<file path="config.mk">
export PLATFORM = sky130hd
export DESIGN_NAME = alu_multicycle
export DESIGN_NICKNAME = d
export VERILOG_FILES = /design/src/rtl/alu_multicycle.sv
export SDC_FILE = /design/constraint.sdc
export NUM_CORES = 2
export LEC_CHECK = 0
export CAP_MARGIN = 20
export CORE_UTILIZATION = 55
export DETAILED_ROUTE_END_ITERATION = 16
export PLACE_DENSITY = 0.76
export SLEW_MARGIN = 20
export SYNTH_ARGS = -nofsm -noshare
export SYNTH_HDL_FRONTEND = slang
export SYNTH_SLANG_ARGS = --single-unit
</file>
<file path="constraint.sdc">
create_clock -name clk -period 9.98 [get_ports clk]
set_input_delay 1.996 -clock clk [delete_from_list [all_inputs] [get_ports clk]]
set_output_delay 1.996 -clock clk [all_outputs]
set_load 0.01 [all_outputs]
</file>
<file path="src/rtl/alu_multicycle.sv">
// Execution-stage ALU: ADD/SUB/AND complete one cycle after acceptance, signed MUL
// holds the unit for MUL_LATENCY cycles. Valid/ready handshake on the request side.
module alu_multicycle #(
  parameter int unsigned WIDTH       = 32,
  parameter int unsigned MUL_LATENCY = 4
) (
  input  logic             clk,
  input  logic             rst,
  input  logic             in_valid,
  output logic             in_ready,
  input  logic [WIDTH-1:0] input_first,
  input  logic [WIDTH-1:0] input_second,
  input  logic [1:0]       alu_op,
  output logic [WIDTH-1:0] result,
  output logic             zero,
  output logic             overflow,
  output logic             valid_out
);

  localparam int unsigned CW  = (MUL_LATENCY > 1) ? $clog2(MUL_LATENCY) : 1;
  localparam int unsigned MSB = WIDTH - 1;

  typedef enum logic [1:0] {OP_ADD = 2'b00, OP_SUB = 2'b01, OP_MUL = 2'b10, OP_AND = 2'b11} op_t;
  typedef enum logic {IDLE, MUL_BUSY} state_t;

  state_t                 r_state;
  state_t                 w_state_nxt;
  logic [CW-1:0]          r_cnt;
  logic                   r_pend;
  logic [WIDTH-1:0]       r_a;
  logic [WIDTH-1:0]       r_b;
  op_t                    r_op;

  logic                   w_accept;
  logic                   w_mul_accept;
  logic                   w_done;
  logic [WIDTH-1:0]       w_sum;
  logic [WIDTH-1:0]       w_diff;
  logic signed [2*WIDTH-1:0] w_prod;
  logic [WIDTH-1:0]       w_res;
  logic                   w_ovf;

  // With a one-cycle multiply there is nothing to wait for, so MUL takes the
  // single-cycle path and the FSM never leaves IDLE.
  always_comb begin
    in_ready     = (r_state == IDLE);
    w_accept     = in_valid && in_ready;
    w_mul_accept = w_accept && (op_t'(alu_op) == OP_MUL) && (MUL_LATENCY > 1);
    w_state_nxt  = r_state;
    case (r_state)
      IDLE:     if (w_mul_accept) w_state_nxt = MUL_BUSY;
      MUL_BUSY: if (r_cnt == '0) w_state_nxt = IDLE;
      default:  w_state_nxt = IDLE;
    endcase
    w_done = r_pend || ((r_state == MUL_BUSY) && (r_cnt == '0));
  end

  always_ff @(posedge clk) begin
    if (rst) r_state <= IDLE;
    else     r_state <= w_state_nxt;
  end

  always_comb begin
    w_sum  = r_a + r_b;
    w_diff = r_a - r_b;
    w_prod = $signed({{WIDTH{r_a[MSB]}}, r_a}) * $signed({{WIDTH{r_b[MSB]}}, r_b});
    w_res  = '0;
    w_ovf  = 1'b0;
    case (r_op)
      OP_ADD: begin
        w_res = w_sum;
        w_ovf = (r_a[MSB] == r_b[MSB]) && (w_sum[MSB] != r_a[MSB]);
      end
      OP_SUB: begin
        w_res = w_diff;
        w_ovf = (r_a[MSB] != r_b[MSB]) && (w_diff[MSB] != r_a[MSB]);
      end
      OP_MUL: begin
        w_res = w_prod[WIDTH-1:0];
        w_ovf = (w_prod[2*WIDTH-1:WIDTH] != {WIDTH{w_prod[MSB]}});
      end
      default: begin
        w_res = r_a & r_b;
        w_ovf = 1'b0;
      end
    endcase
  end

  always_ff @(posedge clk) begin
    if (rst) begin
      r_cnt     <= '0;
      r_pend    <= 1'b0;
      r_a       <= '0;
      r_b       <= '0;
      r_op      <= OP_ADD;
      result    <= '0;
      zero      <= 1'b0;
      overflow  <= 1'b0;
      valid_out <= 1'b0;
    end else begin
      if (w_accept) begin
        r_a  <= input_first;
        r_b  <= input_second;
        r_op <= op_t'(alu_op);
      end
      r_pend <= w_accept && !w_mul_accept;
      if (w_mul_accept)
        r_cnt <= CW'(MUL_LATENCY - 1);
      else if ((r_state == MUL_BUSY) && (r_cnt != '0))
        r_cnt <= r_cnt - 1'b1;
      valid_out <= w_done;
      if (w_done) begin
        result   <= w_res;
        zero     <= (w_res == '0);
        overflow <= w_ovf;
      end
    end
  end

endmodule

</file>
# Word level (Yosys, flattened, before mapping)
# Index checks and enable logic that the tools add are counted.
# op_classes
add_sub_neg,3
mul,1
eq_ne,8
mux,7
bitwise_logic,2
reduce_logical,14
# ops
op,count
$pmux 32 s3,1
$mul 32x32->64,1
$add 32x32->32,1
$and 32x32->32,1
$logic_not 32->1,1
$ne 32x32->1,1
$sub 32x32->32,1
$logic_and 1x1->1,7
$eq 2x2->1 const B,2
$logic_not 2->1,2
$mux 2,2
$reduce_bool 2->1,2
$ne 1x1->1,3
$pmux 1 s3,1
$eq 2x1->1 const B,1
$mux 1,2
$pmux 1 s2,1
$sub 2x1->2 const B,1
$eq 1x1->1,1
$logic_not 1->1,1
$logic_or 1x1->1,1
$not 1->1,1
# word_totals
regBits,105
input_bits,69
out_inout_bits,36

# Logic depth before layout (Yosys ltp)
# logic_depth
ltp_word,5
mapped_depth,30
mapped_depth_nobuf,29

# Worst setup path before layout
# OpenSTA, ideal clock, no wires.
# synth_path
path_type,register to register
start,register r_a[31]
end,register overflow
setup_time_ns,0.134
t_arrival_ns,8.503
required_time_ns,9.846
slack_ns,1.342
path_stages_with_launch,30
n_path_buf,2
path_cell_list,dfxtp_1 -> inv_1 -> buf_1 -> nor2_1 -> fa_1 -> inv_1 -> fa_1 -> inv_1 -> fa_1 -> fa_1 -> inv_1 -> fa_1 -> fa_1 -> fa_1 -> fa_1 -> inv_1 -> ha_1 -> clkbuf_1 -> a21oi_1 -> o211ai_1 -> a221oi_1 -> nand3_1 -> nor3_1 -> o311ai_0 -> a21oi_1 -> xor2_1 -> nor4b_1 -> a22oi_1 -> a2111oi_0 -> a211oi_1
# synth_between
elab_chain_len,4
word_cells_on_any_way,11
cone_classes,2 x add/sub; 1 x mul; 5 x eq/ne; 1 x mux; 2 x reduce/logical
# synth_lines
element,line_no,source
from (decl),30,logic [WIDTH-1:0] r_a;
from (signal assigned),102,r_a <= input_first;
"parallel branches: the longest is 3 deep, another holds $mul 32x32->64",--,
$pmux 1 s3 *,69,case (r_op)
to (signal assigned),115,overflow <= w_ovf;
to (decl),16,"output logic overflow,"
# Mark *: on every way between the ends.
# A chain may end at the register's enable or synchronous reset.

# Final worst setup path
# layout_path
start,register r_b[9]
end,register overflow
# layout_between
elab_chain_len,4
word_cells_on_any_way,9
cone_classes,2 x add/sub; 1 x mul; 3 x eq/ne; 1 x mux; 2 x reduce/logical
# layout_lines
element,line_no,source
from (decl),31,logic [WIDTH-1:0] r_b;
from (signal assigned),103,r_b <= input_second;
"parallel branches: the longest is 3 deep, another holds $mul 32x32->64",--,
$pmux 1 s3 *,69,
# Marked as above.

==> reports/qor.yml <==
critPathMaxFanout: 31
yosysWarnings: 0
cp.required_ps: 10230
tightest_slew_ps: 1060
clock_sinks: 105
leakage_nw: 17.7
row_count: 102
p_seq_share_pct: 10.9
syn_nets: 6205
final_max_slew_viol_count: 0
setup_viol: 0
start_util_pct: 55.7
fmax_mhz: 104
clk_latency_ps: 400
clock_skew_ps: 21.4
synth_flop_cell: "dfxtp_1"
dpl_cell_area_sq_mm: 0.0457
intPower_w: 0.00203
maxSlewHeadroom_pct: 29.1
clkPwrFrac_pct: 8.9
io_pins: 105
dr.pass1.iters: 5
antenna_found_initial: 8
portBuffers: 104
ys_types: 77
syn_inst: 4803
cts_tree: "built"
grt.total_usage_pct: 36.9
rr_startpoint: "r_b[9]$_SDFFE_PP0P_"
multi_input_area_sq_mm: 0.0371
finalSetupTns_ps: 0
p_per_area_mw_per_mm2: 101
area_growth_syn_to_layout_pct: 6.37
grt_pass1_wl_um: 219000
start_kind: "flop"
min_from: "result[1]$_SDFFE_PP0P_"
grt_pass1_vias: 37198
num_vias: 34324
switchingPower_w: 0.00261
ys_seq_area_share_pct: 4.86
drtIter0Drc: 3398
place_congestion: 1.05
sw_frac_of_total_pct: 56.2
syn_area_sq_mm: 0.0432
route.detailed.drc: 0
ant_nets: 0
cts_buffer_depth: 2
drt-vias-per-instance: 5.89
drive_above_1_share_pct: 4.04
fin_crit_ps: 9610
period_share_pct: 96.3
die_y_um: 282
crit_start: "r_b[9]$_SDFFE_PP0P_"
drv_cap: 0
hold_class: "flop to flop"
ys_async_sr_fraction_pct: 0
core_sq_mm: 0.0776
status: "completed"
dieArea_sq_mm: 0.0797
wl_per_cell_um: 23.8
combPwrFrac_pct: 80.2
end_kind: "flop"
ys_ff_latch: 105
die_w_um: 282
grt_start_max_net_pins: 69
clk_pin_slew_ps: 110
synth-edff-count: 0
avgSynthCellArea_sq_um: 9.00
finalWirelength_um: 139000
vdd_ir_drop_max_uv: 81.8
grt.overflow.total: 0
final-hold-violation-count: 0
htreeDepth: 3
root_buffer: "clkbuf_16"
cp.arrival_ps: 9850
final_cell_area_sq_mm: 0.0460
dp_hpwl_um: 118000
final_nets: 6179
seq_area_sq_mm: 0.00211
grt_setup_unrepaired: "no"
fill_cells: 6797
worstSetupPathType: "flop to flop"
cts_inserted_buffers: 9
worst max-delay path, stage by stage (launching register included):
cell and delay [ps]:
dfxtp_1 340, buf_4 380, ha_1 480, inv_1 330, fa_1 610, inv_1 60, fa_1 440, fa_1 490
inv_1 50, fa_1 480, inv_1 50, fa_1 490, fa_1 600, fa_1 470, fa_1 500, ha_1 330
a21oi_1 450, o211ai_1 200, a211oi_1 500, nor3_1 180, nor3_1 590, nor3_1 110, nor2_1 140, xor2_1 120
nor4_1 360, a22oi_1 150, a2111oi_0 410, a211oi_1 140
path summary, 6_finish.rpt:
path | endpoint | slack [ps] | cells after the start
hold / removal | result[1]$_SDFFE_PP0P_ | 460 | 2
setup / recovery | overflow$_SDFFE_PP0P_ | 370 | 27
hold reg to reg | result[1]$_SDFFE_PP0P_ | 460 | 2
setup reg to reg | overflow$_SDFFE_PP0P_ | 370 | 27
power by group through the flow:
| stage | registers [W] | logic [W] | clock network, W |
|---|---|---|---|
| after detailed placement | 0.000513 | 0.00364 | 0 |
| after global routing | 0.000507 | 0.00410 | 0.000426 |
| after floorplan | 0.000486 | 0.00253 | 0 |
| after CTS | 0.000503 | 0.00368 | 0.000413 |
| final | 0.000506 | 0.00373 | 0.000413 |
| after global placement | 0.000511 | 0.00363 | 0 |
cell type report:
class / count / share of cell area, %
inverter: 784 / 6.40
clock inverter: 7 / 0.185
multi-input combinational: 3630 / 80.7
timing repair buffer: 247 / 4.76
tap: 1040 / 2.83
antenna: 1 / 0.00544
clock buffer: 9 / 0.490
sequential: 105 / 4.58
through the flow:
step	worst slack, ps	hold slack (ps)	util [%]	power [W]	cells
4_1_cts	535	458	59.2	0.00459	5822
5_1_grt	63.0	497	59.2	0.00504	5822
3_5_place_dp	625	446	58.8	0.00415	5806
2_1_floorplan	1340	474	-	0.00301	4803
3_3_place_gp	645	440	58.8	0.00414	5806
6_report	373	462	59.2	0.00465	5823
state kept, by name, indices dropped and copies added, names as in the netlist, 2 cells and up:
name    flops
r_op        2
r_a        32
result     32
r_b        32
r_cnt       2
timing repair:
| item | 4_1_cts | 5_1_grt |
|---|---|---|
| buffers inserted | 0 | 0 |
| endpoints found under the hold margin | 0 | 0 |
| endpoints found under the setup margin | 0 | 1 |
| gates resized for setup | 0 | 1 |
| hold buffers | 0 | 0 |
metal layers:
layer | track usage [%] | wire length [um] | share of wire (%)
met1 | 50.5 | 55600 | 40
met2 | 56.9 | 62300 | 45
met3 | 10.8 | 16000 | 12
met4 | 10.9 | 4720 | 3.4
met5 | 0 | 69 | 0.050
kinds of logic after synthesis:
logic type	after synthesis	share of synthesized area, %
AOI/OAI and AO/OA	587	8.76
xor gates and xnor gates	88	1.78
adders and majority gates	1333	57.4
buffers and inverters	1068	9.30
DFF	105	4.86
muxes	10	0.263
and+or+nand+nor	1612	17.6
cells in the mapped netlist (8+ instances only):
cell type	count	area share, %
nand3_1	30	0.35
o211ai_1	27	0.47
nor4_1	11	0.16
a2111oi_0	9	0.18
and4_1	8	0.16
o31ai_1	10	0.17
ha_1	249	7.2
o21ai_0	106	1.2
nor2b_1	16	0.23
nor2_1	168	1.5
fa_1	1084	50
dfxtp_1	105	4.9
o31a_1	9	0.18
buf_1	9	0.078
or2_2	8	0.12
clkbuf_1	272	2.4
xnor2_1	55	1.1
xor2_1	33	0.67
a211o_1	12	0.24
a21oi_1	203	2.4
a31oi_1	16	0.23
nor3_1	52	0.60
o21bai_1	13	0.23
a21o_1	32	0.56
o21a_1	26	0.45
nand2b_1	41	0.59
or3_1	14	0.20
mux2i_1	8	0.19
a211oi_1	30	0.52
nand4_1	21	0.30
nand2_1	813	7.1
and2_1	396	5.7
inv_1	783	6.8
and3_1	12	0.17
cells in the final DEF (no fill, tap or decap), types with 8 or more instances in the layout:
cell,synthesis,final
nand3_1,30,30
o31a_1,9,9
buf_4,0,138
a211oi_1,30,30
nor3_1,52,52
nand2b_1,41,41
inv_1,783,783
nand2_1,813,812
and2_1,396,396
o21a_1,26,26
fa_1,1084,1084
or2_2,8,8
ha_1,249,249
o21bai_1,13,13
nor2b_1,16,15
a21oi_1,203,202
xnor2_1,55,55
and3_1,12,12
clkbuf_16,0,9
a31oi_1,16,16
dfxtp_1,105,101
a21o_1,32,32
nor4_1,11,11
nor2_1,168,168
o211ai_1,27,27
o31ai_1,10,10
nand4_1,21,21
or3_1,14,14
a211o_1,12,12
and4_1,8,8
xor2_1,33,33
clkdlybuf4s50_1,0,103
mux2i_1,8,8
o21ai_0,106,105
a2111oi_0,9,9
No activity file was read; power rests on OpenSTA's default activity.
